<file path="config.mk">
export PLATFORM = sky130hd
export DESIGN_NAME = prng_arbiter
export DESIGN_NICKNAME = d
export VERILOG_FILES = /design/src/rtl/prng_arbiter.sv
export SDC_FILE = /design/constraint.sdc
export NUM_CORES = 1
export LEC_CHECK = 0
export CORE_MARGIN = 3
export CORE_UTILIZATION = 40
export CTS_CLUSTER_SIZE = 40
export DETAILED_ROUTE_END_ITERATION = 12
export PLACE_DENSITY = 0.76
export SLEW_MARGIN = 10
export SYNTH_ARGS = -nofsm -noshare
export SYNTH_HDL_FRONTEND = slang
export SYNTH_SLANG_ARGS = --single-unit
</file>
<file path="constraint.sdc">
create_clock -name clk -period 1.7 [get_ports clk]
set_input_delay 0.34 -clock clk [delete_from_list [all_inputs] [get_ports clk]]
set_output_delay 0.34 -clock clk [all_outputs]
set_load 0.01 [all_outputs]
</file>
<file path="src/rtl/prng_arbiter.sv">
// Round-robin front end that time-shares one multi-cycle Lehmer PRNG core
// among N requesters, each with its own seed slot that advances on every result.
module prng_arbiter #(
  parameter int          N          = 4,
  parameter int          W          = 32,
  parameter int unsigned MOD        = 2147483647,
  parameter int unsigned MULT       = 16807,
  parameter int unsigned RESET_SEED = 1,
  parameter int          TIMEOUT    = 255,
  localparam int         IW         = (N > 1) ? $clog2(N) : 1
) (
  input  logic          clk,
  input  logic          rst,
  input  logic [N-1:0]  req,
  output logic [N-1:0]  valid,
  output logic [W-1:0]  rand_out,
  output logic          err,
  input  logic          seed_we,
  input  logic [IW-1:0] seed_id,
  input  logic [W-1:0]  seed_data,
  output logic [W-1:0]  prng_m,
  output logic [W-1:0]  prng_a,
  output logic [W-1:0]  prng_seed,
  output logic          prng_start,
  output logic          prng_cont,
  input  logic          prng_done,
  input  logic [W-1:0]  prng_rand
);

  localparam int TW = (TIMEOUT > 0) ? $clog2(TIMEOUT + 1) : 1;

  typedef enum logic [1:0] {IDLE, START, RELEASE, RESP} state_t;

  state_t          state;
  logic [IW-1:0]   gnt;
  logic [IW-1:0]   ptr;
  logic [TW-1:0]   timer;
  logic [W-1:0]    result;
  logic            timed_out;
  logic            dirty;
  logic [W-1:0]    slot [N];

  logic            found;
  logic [IW-1:0]   pick;
  logic            seed_hit;
  logic [W-1:0]    seed_val;
  logic            timer_done;

  assign prng_m    = W'(MOD);
  assign prng_a    = W'(MULT);
  assign prng_cont = 1'b0;

  // Zero is a fixed point of the multiplicative generator, so it is never stored.
  assign seed_hit   = seed_we && (int'(seed_id) < N);
  assign seed_val   = (seed_data == '0) ? W'(1) : seed_data;
  assign timer_done = (timer == TW'(TIMEOUT));

  always_comb begin
    found = 1'b0;
    pick  = '0;
    for (int i = 0; i < N; i++) begin
      if (!found && req[IW'((int'(ptr) + i) % N)]) begin
        found = 1'b1;
        pick  = IW'((int'(ptr) + i) % N);
      end
    end
  end

  always_ff @(posedge clk or negedge rst) begin
    if (!rst) begin
      state      <= IDLE;
      gnt        <= '0;
      ptr        <= '0;
      timer      <= '0;
      result     <= '0;
      timed_out  <= 1'b0;
      dirty      <= 1'b0;
      valid      <= '0;
      err        <= 1'b0;
      rand_out   <= '0;
      prng_start <= 1'b0;
      prng_seed  <= '0;
      for (int i = 0; i < N; i++) slot[i] <= W'(RESET_SEED);
    end else begin
      case (state)
        IDLE: begin
          if (found) begin
            gnt        <= pick;
            prng_seed  <= slot[pick];
            prng_start <= 1'b1;
            timer      <= '0;
            timed_out  <= 1'b0;
            // A load landing on the grant edge must also beat the later write-back.
            dirty      <= seed_hit && (seed_id == pick);
            state      <= START;
          end
        end
        START: begin
          if (prng_done) begin
            result     <= prng_rand;
            prng_start <= 1'b0;
            timer      <= '0;
            state      <= RELEASE;
          end else if (timer_done) begin
            prng_start <= 1'b0;
            timed_out  <= 1'b1;
            valid      <= N'(1) << gnt;
            rand_out   <= '0;
            err        <= 1'b1;
            timer      <= '0;
            state      <= RESP;
          end else begin
            timer <= timer + 1'b1;
          end
        end
        RELEASE: begin
          if (!prng_done) begin
            valid    <= N'(1) << gnt;
            rand_out <= result;
            err      <= 1'b0;
            timer    <= '0;
            state    <= RESP;
          end else if (timer_done) begin
            timed_out <= 1'b1;
            valid     <= N'(1) << gnt;
            rand_out  <= '0;
            err       <= 1'b1;
            timer     <= '0;
            state     <= RESP;
          end else begin
            timer <= timer + 1'b1;
          end
        end
        RESP: begin
          valid <= '0;
          err   <= 1'b0;
          if (!timed_out && !dirty) slot[gnt] <= result;
          ptr   <= (int'(gnt) == N - 1) ? '0 : gnt + 1'b1;
          timer <= '0;
          state <= IDLE;
        end
        default: state <= IDLE;
      endcase

      // Placed after the FSM so a same-edge host load overrides the write-back.
      if (seed_hit) begin
        slot[seed_id] <= seed_val;
        if (state != IDLE && seed_id == gnt) dirty <= 1'b1;
      end
    end
  end

endmodule

</file>
## Word level (Yosys, flattened, before mapping)

Cells that the tools add are included.

| word-level totals | value |
|---|---|
| bits in registers | 246 |
| latch bits | 0 |
| memory bits (writable) | 0 |
| memory bits (read-only) | 0 |
| output and inout bits | 135 |
| logic and storage cells | 140 |
| memories kept | 0 |

| cells by class | value |
|---|---|
| $add $sub $neg | 5 |
| multiply operators | 0 |
| divide/modulo/power cells | 0 |
| order comparisons | 9 |
| equal/unequal tests | 11 |
| shift-type cells | 1 |
| muxes and demuxes | 69 |
| bitwise logic cells | 3 |
| reduce and logical (&&, ||, !) cells | 26 |

Operator list:

| operator | number |
|---|---|
| two-way mux 128 bit | 3 |
| bitwise mux 128 bit | 2 |
| two-way mux 32 bit | 8 |
| demux 32 bit (select 2 bit) | 2 |
| binary-select mux 32 bit (select 2 bit) | 1 |
| one-hot mux 32 bit (2 select lines) | 1 |
| zero test 32 bit | 1 |
| two-way mux 8 bit | 4 |
| one-hot mux 8 bit (4 select lines) | 1 |
| two-way mux 1 bit | 26 |
| two-way mux 2 bit | 9 |
| less-than comparator 2 x 4 -> 1 bit (second input constant) | 4 |
| two-way mux 4 bit | 3 |
| one-hot mux 4 bit (3 select lines) | 1 |
| greater-or-equal comparator 3 bit (second input constant) | 3 |
| inverter 2 -> 3 bit | 3 |
| adder 8 x 1 -> 8 bit (second input constant) | 1 |
| binary-select mux 1 bit (select 2 bit) | 4 |
| == test 8 bit (second input constant) | 1 |
| logical AND 1 bit | 8 |
| one-hot mux 2 bit (4 select lines) | 1 |
| AND reduction 2 bit | 4 |
| less-than comparator 3 x 1 -> 1 bit (second input constant) | 2 |
| != test 2 bit (second input constant) | 3 |
| other kinds (15) | 28 |

## Depth between registers and ports, before layout

Gate-level depths: netlist (run 1).

| logic depth | value |
|---|---|
| depth after elaboration | 19 |
| mapped depth | 8 |
| gate-level depth less buffers | 7 |

## Worst setup path before layout (run 1)

Ideal clock, no wire load.

| timing | value |
|---|---|
| kind | register to register |
| from | reg state[1] |
| to | reg timer[4] |
| library setup time | 0.095 ns |
| arrival time | 1.619 ns |
| required time | 1.605 ns |
| slack | -0.015 ns |
| stages on the path, launching flop included | 8 |
| buffers on the path | 1 |
| clock period less this slack | 1.715 ns |
| path through | dfrtp_1 inv_1 ha_1 buf_2 nand2b_1 a21o_1 or3_4 o31ai_1 |

| between the ends | value |
|---|---|
| cells in the longest elaborated chain, start to end | 2 |
| elaborated cells on any way between the ends | 6 |

Ends and longest elaborated chain:

| what | RTL line | source |
|---|---|---|
| start, declared | 34 | `state_t state;` |
| start signal, assigned | 71 | `state <= IDLE;` |
| start signal, assigned | 95 | `state <= START;` |
| start signal, assigned | 103 | `state <= RELEASE;` |
| == test 2 bit, or another cell as far along | 85 | `case (state)` |
| one-hot mux 8 bit (4 select lines) or != test 2 bit (tied branches) | -- |  |
| end signal, assigned | 113 | `timer <= timer + 1'b1;` |
| end signal, assigned | 131 | `timer <= timer + 1'b1;` |
| end, declared | 37 | `logic [TW-1:0] timer;` |

Several ways; a longest one is shown, not always the timed one.
A chain may end at the register's enable or synchronous reset.

## Worst setup path after layout (run 1)

| timing | value |
|---|---|
| from | reg state[1] |
| to | reg slot[13] (netlist name) |

| between the ends | value |
|---|---|
| cells in the longest elaborated chain, start to end | 4 |

Ends and longest elaborated chain:

| what | RTL line | source |
|---|---|---|
| == test 2 bit * | 85 |  |
| two-way mux 128 bit * | 85 |  |
| bitwise mux 128 bit | 147 | `slot[seed_id] <= seed_val;` |
| two-way mux 128 bit * | 146 | `if (seed_hit) begin` |
| end signal, assigned by index | 137 | `if (!timed_out && !dirty) slot[gnt] <= result;` |
| end signal, assigned by index | 147 |  |
| end, declared | 41 | `logic [W-1:0] slot [N];` |

Mark *: on every way between the ends. The rest lies on a longest branch, timed or not.

==> out/qor.txt, run 1 <==
clk root buf: clkbuf_16
initial antenna violation count: 2
# Max-Cap Violations: 0
DP HPWL: 22200 um
final-report max-slew violation count: 0
Min-Delay Path Class: in2async
Max Root-Sink Buffers: 3
number of buffers created by CTS: 26
VDD IR-drop max: 0.828 mV
vias: 9532
Clock power frac: 21.3%
final hold viol count: 0
Post-synth top flop: dfrtp_1
sw frac: 35.9%
Async SR Flop Fraction: 100%
CP endpoint kind: flop
Sink Count: 246
Synth Warn #: 0
Reg power frac: 38.9%
number of synthesized flops with an enable pin: 0
CTS H-tree depth: 1
failing checks: negative setup slack
FF/Latch Area: 0.00616 mm^2
routed wire length per instance: 20.7 um
Final setup viols: 128
Skew-Pair Late Insertion Delay: 540 ps
CORE AREA: 0.0299 mm^2
crit path max fanout: 7
Critical Path RT: 2120 ps
Lkg Pwr: 0.00700 uW
DIE AREA: 0.0327 mm^2
cell area after synthesis: 0.0122 mm^2
P per Cell Area: 1640 mW/mm^2
Fillers: 2476
Combinational Power Share: 39.8%
Ports: 209
placed inst area: 0.0146 mm^2
Post-Route WL: 36200 um
fmax: 567 MHz
Setup crit start kind: flop
worst clock skew: 17.5 ps
RSZ-0062 raised after global routing: true
nets: 1421
area delta synth->final: 32.6%
sw power: 9550 uW
die width: 181 um
r2r setup slk: -60 ps
CP Class: reg2reg
area occupied by multi-input gates: 0.00561 mm^2
post-route ant nets: 0
status: complete, but fails checks
synth unique cells: 54
setup ws final: -63.2 ps
clk slew on worst S/H paths: 70 ps
fin area: 0.0162 mm^2
worst hold slack: 306 ps
share of layout cells above drive strength 1: 20.8%
DR pass1 iterations: 6
critical path data arrival time: 2190 ps
# DRC: 0
GP Congestion: 0.811
grt total ovfl: 0
Mapped Avg Cell Area: 11.1 um^2
post-synthesis sequential area ratio: 50.3%
TNS Setup: -2860 ps
largest net degree at the start of global routing: 55
Synth Instances: 1105
via/cell ratio: 5.46
crit share post-route: 104%
CTS tree: yes
crit path time final: 1760 ps
Port Buffers: 143
Rows: 63
internal power: 17000 uW
initial core utilization: 41.0%
first-pass GRT wire length: 55400 um
chip height: 181 um
Seq cells post-synth: 246
vias in the first global route: 9723
drt initial violations: 714
overall routing resource usage: 21.1%
==> per-stage QoR <==
step	instances	utilization, %	setup slack [ps]	total power [uW]
3_5_place_dp	1670	48.9	-567	20000
6_report	1747	54.3	-63.2	26600
5_1_grt	1747	54.3	-151	28100
3_3_place_gp	1670	48.9	-512	19600
4_1_cts	1744	53.7	-78.7	26200
2_1_floorplan	1168	-	-8.40	15500
==> Yosys cell counts (5+ instances only) <==
| master | instances | area [um^2] |
|---|---|---|
| a22o_1 | 38 | 333 |
| nand2b_1 | 6 | 37.5 |
| buf_6 | 13 | 146 |
| buf_4 | 72 | 541 |
| ha_1 | 11 | 138 |
| o21ai_1 | 72 | 360 |
| mux2i_1 | 193 | 1930 |
| o21ai_0 | 9 | 45.0 |
| buf_12 | 6 | 120 |
| nor2_1 | 68 | 255 |
| mux2_2 | 33 | 372 |
| buf_1 | 5 | 18.8 |
| o221ai_1 | 32 | 280 |
| a21oi_1 | 75 | 375 |
| nand2_1 | 107 | 402 |
| and2_1 | 5 | 31.3 |
| nor4_1 | 9 | 56.3 |
| buf_2 | 20 | 100 |
| clkbuf_1 | 24 | 90.1 |
| inv_1 | 10 | 37.5 |
| dfrtp_1 | 242 | 6060 |
==> power by group through the flow <==
stage / sequential [uW] / combinational (uW) / clock [uW]
6_report: 10300 / 10600 / 5670
5_1_grt: 10700 / 11400 / 5980
4_1_cts: 10200 / 10200 / 5740
3_5_place_dp: 10300 / 9690 / 0
3_3_place_gp: 10200 / 9380 / 0
2_1_floorplan: 10000 / 5520 / 0
==> final cells by class <==
| type | instances | area share, % |
|---|---|---|
| flip-flops and latches | 246 | 38.0 |
| multi-input cells | 770 | 34.6 |
| repair buffers | 281 | 18.8 |
| clock buffers | 39 | 4.74 |
| well taps | 390 | 3.01 |
| clock inverters | 8 | 0.540 |
| inverters | 11 | 0.332 |
| diodes | 2 | 0.0308 |
==> registers in the layout, indices dropped and copies added (netlist names) <==
name and cells:
gnt 2, prng_seed 32, timed_out 1, prng_start 1, err 1, timer 8
result 32, dirty 1, ptr 2, state 2, rand_out 32, valid 4
slot 128
==> repair_timing <==
action	4_1_cts	5_1_grt
cloned	11	4
resized for setup	128	52
hold endpoints to repair	35	0
setup buffers	15	5
setup endpoints to repair	308	235
hold buffers	1	0
pin swaps	24	53
==> kinds of logic (layout without fill, tap and decap cells) <==
kind of cell,Yosys count,in the layout,share of synthesized area (%)
DFF,246,246,50.3
AOI/OAI and AO/OA,245,245,12.8
muxes,226,226,18.8
and+or+nand+nor,219,219,7.84
buffers and inverters,152,339,8.70
adders and majority gates,11,11,1.12
xor gates and xnor gates,4,4,0.286
other,2,67,0.0614
==> critical path, cell delays in order (launching register included) <==
cell     delay, ps
dfrtp_2        420
ha_4           160
inv_4           40
nor3_4         220
and2_4         310
buf_12         180
mux2i_2        220
o21ai_1         90
==> layer usage <==
metal / wire (um) / vias to the layer above / GRT usage (%)
li1: - / 4278 / -
met1: 15300 / 4833 / 28.1
met2: 17400 / 357 / 35.1
met3: 2420 / 64 / 3.66
met4: 1080 / 0 / 6.88
met5: 0 / - / 0
==> layout by cell type (no fill, tap or decap), drive strengths merged, types with 33 or more instances in the layout <==
| master | n |
|---|---|
| nor2 | 69 |
| mux2i | 193 |
| clkdlybuf4s50 | 72 |
| conb | 65 |
| a21oi | 75 |
| buf | 135 |
| a22o | 38 |
| clkbuf | 42 |
| mux2 | 33 |
| dlygate4sd2 | 70 |
| o21ai | 81 |
| dfrtp | 242 |
| nand2 | 107 |
==> final timing paths <==
| kind | cells after the start | startpoint | end |
|---|---|---|---|
| setup / recovery | 7 | state[1] | slot[13] |
| hold / removal | 2 | rst | timed_out |
| setup reg to reg | 7 | state[1] | slot[13] |
| hold reg to reg | 1 | timer[7] | timer[7] |
| max in group asynchronous | 3 | rst | slot[9] |
| min in group clk | 2 | prng_rand[10] | result[10] |
Note: power is estimated with default switching activity, not from simulation.
==> run 2: changes to the inputs <==
--- a/config.mk
+++ b/config.mk
@@ -7,6 +7,7 @@
 export LEC_CHECK = 0
 export CORE_MARGIN = 3
 export CORE_UTILIZATION = 40
+export CTS_CLUSTER_DIAMETER = 40
 export CTS_CLUSTER_SIZE = 40
 export DETAILED_ROUTE_END_ITERATION = 12
 export PLACE_DENSITY = 0.76
==> out/qor.txt, run 2 (synthesized netlist as in run 1, its figures left out) <==
Setup crit start kind: flop
status: complete, but fails checks
Combinational Power Share: 39.8% (about the same)
Final setup viols: 132 (+3.1%)
slowest cell delay on critical path: 410 ps (about the same)
VDD IR-drop max: 0.925 mV (+12%)
crit path max fanout: 9 (+2)
CP cell instances: mux2i_2 > o22ai_2 > nor2_4 > buf_12 > buf_12 > mux2i_2 > o221ai_1
worst reg2reg endpoint: prng_seed[29]
largest net degree at the start of global routing: 55 (unchanged)
clk root buf: clkbuf_16
Lkg Pwr: 0.00726 uW (+3.8%)
routed wire length per instance: 21.4 um (+3.4%)
DP HPWL: 22200 um (unchanged)
Fillers: 2380 (-3.9%)
first-pass GRT wire length: 56200 um (+1.5%)
worst reg-to-reg path cell count: 7 (unchanged)
Min-Delay Path Class: in2async
max reg flops: 128 (unchanged)
crit share post-route: 108% (+4.3 points)
initial core utilization: 41.0% (unchanged)
critical path data arrival time: 2250 ps (+60 ps)
worst clock skew: 28.2 ps (+10.7 ps)
placed inst area: 0.0146 mm^2 (unchanged)
WL met2: 18300 um (+4.8%)
RSZ-0062 raised after global routing: true
Tot Pwr: 28400 uW (+6.6%)
Finished Core Util: 56.5% (+2.2 points)
sw frac: 36.1% (+0.23 points)
share of layout cells above drive strength 1: 24.6% (+3.8 points)
met3 wire len: 2720 um (+12%)
FF/Latch Area: 0.00616 mm^2 (unchanged)
Placement Setup Slack: -567 ps (unchanged)
setup ws final: -137 ps (-73.7 ps)
sw power: 10200 uW (+7.3%)
clk slew on worst S/H paths: 60 ps (about the same)
commonest cells after routing, fill and taps aside: dfrtp_1, mux2i_1, nand2_1
GP Congestion: 0.811 (unchanged)
Clock power frac: 23.2% (+1.9 points)
crit path time final: 1840 ps (+73.7 ps)
CP endpoint kind: flop
internal power: 18100 uW (+6.2%)
number of buffers created by CTS: 31 (+19%)
Rows: 63 (unchanged)
r2r setup slk: -140 ps (-70 ps)
Reg with most FFs: slot
CP Class: reg2reg
fin area: 0.0169 mm^2 (+4.0%)
final hold viol count: 0 (unchanged)
area delta synth->final: 37.9%
Reg power frac: 37.0% (-1.9 points)
Port Buffers: 143 (unchanged)
Post-Route WL: 37900 um (+4.7%)
fmax: 544 MHz (-4.0%)
drt initial violations: 858 (+20%)
Skew-Pair Late Insertion Delay: 570 ps (+30 ps)
# Max-Cap Violations: 0 (unchanged)
vias: 9718 (+2.0%)
die width: 181 um (unchanged)
via/cell ratio: 5.49 (+0.68%)
Max Root-Sink Buffers: 3 (unchanged)
chip height: 181 um (unchanged)
Crit-path slowest cell: dfrtp_1
DIE AREA: 0.0327 mm^2 (unchanged)
initial antenna violation count: 1 (-1)
met1 WL: 15500 um (+1.6%)
failing checks: negative setup slack
Ports: 209 (unchanged)
Critical Path RT: 2120 ps (about the same)
CTS tree: yes
CORE AREA: 0.0299 mm^2 (unchanged)
DR pass1 iterations: 6 (unchanged)
commonest non-fill, non-tap cell in the layout: dfrtp_1
nets: 1441 (+1.4%)
overall routing resource usage: 21.4% (+0.31 points)
final-report max-slew violation count: 0 (unchanged)
TNS Setup: -4840 ps (-1970 ps)
grt total ovfl: 0 (unchanged)
vias in the first global route: 9815 (+0.95%)
R2R Path Start: ptr[1]
area occupied by multi-input gates: 0.00580 mm^2 (+3.3%)
DR top layer: met4
P per Cell Area: 1680 mW/mm^2 (+2.5%)
# DRC: 0 (unchanged)
Sink Count: 246 (unchanged)
CTS H-tree depth: 1 (unchanged)
post-route ant nets: 0 (unchanged)
-- run 2: changes by cell type in the layout (fill, tap and decap cells not counted), sizes merged --
cell and delta:
clkinvlp +3, bufinv +2, buf +8, clkinv +4
diode -1, inv +6
-- run 2: cell type report --
class,count,area share [%]
timing repair buffer,296,19.8
antenna,1,0.0148
sequential,246,36.5
inverter,11,0.297
tap,390,2.89
clock inverter,23,1.42
clock buffer,32,4.68
multi-input combinational,770,34.3
-- run 2: critical path: cells and delay by family (launching register included) --
kind            cells  cell delay, ps
compound gates      2             260
buf+inv             2             380
flops               1             410
mux                 2             490
simple gates        1             140
-- run 2: worst max path at each step --
stage                                to  cells after the start          start  slack (ps)
after floorplan                timer[4]                      7       state[1]          -8
after global placement         slot[64]                      7  seed_data[17]        -510
after detailed placement       slot[32]                      7  seed_data[17]        -570
after CTS                 prng_seed[26]                      7         ptr[1]         -60
after global routing       prng_seed[0]                      7         ptr[1]        -200
final                     prng_seed[29]                      7         ptr[1]        -140
-- run 2: routing by layer --
metal,vias up,GRT usage [%]
li1,4339,-
met1,4890,27.9
met2,402,35.6
met3,87,4.17
met4,0,7.86
met5,-,0
-- run 2: per-stage QoR --
| step | hold slack (ps) | std cells |
|---|---|---|
| 5_1_grt | 315 | 1769 |
| 6_report | 290 | 1769 |
| 4_1_cts | 290 | 1753 |
| 2_1_floorplan | 44.4 | 1168 |
| 3_3_place_gp | 281 | 1670 |
| 3_5_place_dp | 281 | 1670 |
-- run 2: repair_timing --
action	CTS	global route
endpoints found under the hold margin	38	0
gates resized for setup	127	97
hold buffers	1	0
setup endpoints to repair	308	206
setup buffers	16	12
pin swaps	19	72
cloned	11	10
-- run 2: power groups by stage --
stage,Sequential (uW),Combinational [uW],Clock [uW]
2_1_floorplan,10000,5520,0
3_3_place_gp,10200,9380,0
4_1_cts,10300,10100,6650
5_1_grt,10800,12100,6900
6_report,10500,11300,6570
3_5_place_dp,10300,9690,0
==> variant: new RTL, flow settings as in run 1 <==
Register the inputs `req`, `seed_we`, `seed_id`, `seed_data`, `prng_done` and `prng_rand` before use, with the module's reset. The logic sees them one clock later.
--- a/src/rtl/prng_arbiter.sv
+++ b/src/rtl/prng_arbiter.sv
@@ -31,6 +31,31 @@
 
   typedef enum logic [1:0] {IDLE, START, RELEASE, RESP} state_t;
 
+  logic [N-1:0] req_q;
+  logic seed_we_q;
+  logic [IW-1:0] seed_id_q;
+  logic [W-1:0] seed_data_q;
+  logic prng_done_q;
+  logic [W-1:0] prng_rand_q;
+
+  always_ff @(posedge clk or negedge rst) begin
+    if (!rst) begin
+      req_q       <= '0;
+      seed_we_q   <= '0;
+      seed_id_q   <= '0;
+      seed_data_q <= '0;
+      prng_done_q <= '0;
+      prng_rand_q <= '0;
+    end else begin
+      req_q       <= req;
+      seed_we_q   <= seed_we;
+      seed_id_q   <= seed_id;
+      seed_data_q <= seed_data;
+      prng_done_q <= prng_done;
+      prng_rand_q <= prng_rand;
+    end
+  end
+
   state_t          state;
   logic [IW-1:0]   gnt;
   logic [IW-1:0]   ptr;
@@ -51,15 +76,15 @@
   assign prng_cont = 1'b0;
 
   // Zero is a fixed point of the multiplicative generator, so it is never stored.
-  assign seed_hit   = seed_we && (int'(seed_id) < N);
-  assign seed_val   = (seed_data == '0) ? W'(1) : seed_data;
+  assign seed_hit   = seed_we_q && (int'(seed_id_q) < N);
+  assign seed_val   = (seed_data_q == '0) ? W'(1) : seed_data_q;
   assign timer_done = (timer == TW'(TIMEOUT));
 
   always_comb begin
     found = 1'b0;
     pick  = '0;
     for (int i = 0; i < N; i++) begin
-      if (!found && req[IW'((int'(ptr) + i) % N)]) begin
+      if (!found && req_q[IW'((int'(ptr) + i) % N)]) begin
         found = 1'b1;
         pick  = IW'((int'(ptr) + i) % N);
       end
@@ -91,13 +116,13 @@
             timer      <= '0;
             timed_out  <= 1'b0;
             // A load landing on the grant edge must also beat the later write-back.
-            dirty      <= seed_hit && (seed_id == pick);
+            dirty      <= seed_hit && (seed_id_q == pick);
             state      <= START;
           end
         end
         START: begin
-          if (prng_done) begin
-            result     <= prng_rand;
+          if (prng_done_q) begin
+            result     <= prng_rand_q;
             prng_start <= 1'b0;
             timer      <= '0;
             state      <= RELEASE;
@@ -114,7 +139,7 @@
           end
         end
         RELEASE: begin
-          if (!prng_done) begin
+          if (!prng_done_q) begin
             valid    <= N'(1) << gnt;
             rand_out <= result;
             err      <= 1'b0;
@@ -144,8 +169,8 @@
 
       // Placed after the FSM so a same-edge host load overrides the write-back.
       if (seed_hit) begin
-        slot[seed_id] <= seed_val;
-        if (state != IDLE && seed_id == gnt) dirty <= 1'b1;
+        slot[seed_id_q] <= seed_val;
+        if (state != IDLE && seed_id_q == gnt) dirty <= 1'b1;
       end
     end
   end
Check against the original RTL: not equivalent (Yosys sat finds a counterexample within 4 cycles, from zero or initial values and one cycle with rst low).
==> variant against run 1 <==
The run still ends with setup timing left. Total power rose by 17%. Sequential cell count is 72 higher. Routed wire length increased by 20%. Die area grew 15%. Area after synthesis increased by 16%. Clock skew increased by 0.0095 ns. Final area is 18% higher. Setup slack got worse by 0.29 ns. Cell count increased by 11%. Largest power group is now sequential cells. Highest routed layer is now met5.
==> variant: results (changes against run 1) <==
| Metric | Value |
|---|---|
| Pre-CTS WS | `-0.481 ns (was -0.567 ns)` |
| Logic inverters | `8 (was 11)` |
| GR Util met1 | `27.4% (was 28.1%)` |
| Violated checks | `setup timing (unchanged)` |
| Number of inserted diodes | `0 (was 2)` |
| Adder-Cell Fraction of Synth Area | `0.974% (was 1.12%)` |
| Vias in the first global route | `10.6k (was 9723)` |
| WL met3 | `3.18 mm (was 2.42 mm)` |
| Final WL | `43.5 mm (was 36.2 mm)` |
| CP top delay family | `flip-flops (was simple AND/OR/NAND/NOR gates)` |
| Detail Route met2 WL | `20.8 mm (was 17.4 mm)` |
| Clk sink count | `318 (was 246)` |
| Met3 usage | `3.86% (was 3.66%)` |
| DR iter-0 viols | `993 (was 714)` |
| Synth area leaders | `dfrtp_1 (56%), mux2i_1 (11%), buf_4 (3.8%) (was dfrtp_1 (49%), mux2i_1 (16%), buf_4 (4.4%))` |
| Post-CTS sizing | `167 (was 128)` |
| H-tree depth | `2 (was 1)` |
| Sequential fraction of the synthesis area | `56.3% (was 50.3%)` |
| Commonest cells in the netlist | `dfrtp_1 (314), mux2i_1 (160), nor2_1 (104) (was dfrtp_1 (242), mux2i_1 (193), nand2_1 (107))` |
| Mux contribution to synthesized area | `14.1% (was 18.8%)` |
| Leakage | `8.06 nW (was 7.00 nW)` |
| Post-CTS Setup Inserts | `17 (was 15)` |
| Gr usage total | `20.7% (was 21.1%)` |
| Placed cells | `1823 (was 1670)` |
| Slowest stage delay, CP | `0.40 ns (was 0.42 ns)` |
| # setup viols final | `228 (was 128)` |
| Multi-input gate area | `6190 sq um (was 5610 sq um)` |
| GPL Wtd Cong | `0.835 (was 0.811)` |
| Worst Setup Slack, final | `-0.355 ns (was -0.0632 ns)` |
| XOR/XNOR Fraction of Synth Area | `0.248% (was 0.286%)` |
| Synth Instances | `1219 (was 1105)` |
| Max FO, Critical Path | `6 (was 7)` |
| Status | `complete, but fails checks (unchanged)` |
| Buffering overhead | `16.9% (was 18.8%)` |
| Initial antenna violation count | `1 (was 2)` |
| Fillers | `2756 (was 2476)` |
| CTS Buf Count | `36 (was 26)` |
| Synth Area in Compound Gates | `12.3% (was 12.8%)` |
==> variant: metrics by stage <==
step           cell area (sq um)  power [W]  hold slack (ns)
4_1_cts                    18200     0.0291            0.220
3_3_place_gp               16400     0.0208            0.266
6_report                   19100     0.0310            0.232
2_1_floorplan              14400     0.0167           0.0444
5_1_grt                    19100     0.0324            0.220
3_5_place_dp               16400     0.0211            0.268
==> variant: final timing paths <==
path / endpoint / start / slack [ns] / cells past startpoint
max: prng_seed[24] / ptr[1] / -0.36 / 7
min: seed_data_q[23] / seed_data[23] / 0.23 / 1
max reg2reg: prng_seed[24] / ptr[1] / -0.36 / 7
min reg2reg: result[11] / prng_rand_q[11] / 0.47 / 1
max in group asynchronous: prng_seed[31] / rst / 0.69 / 3
min in group asynchronous: rand_out[19] / rst / 0.30 / 2
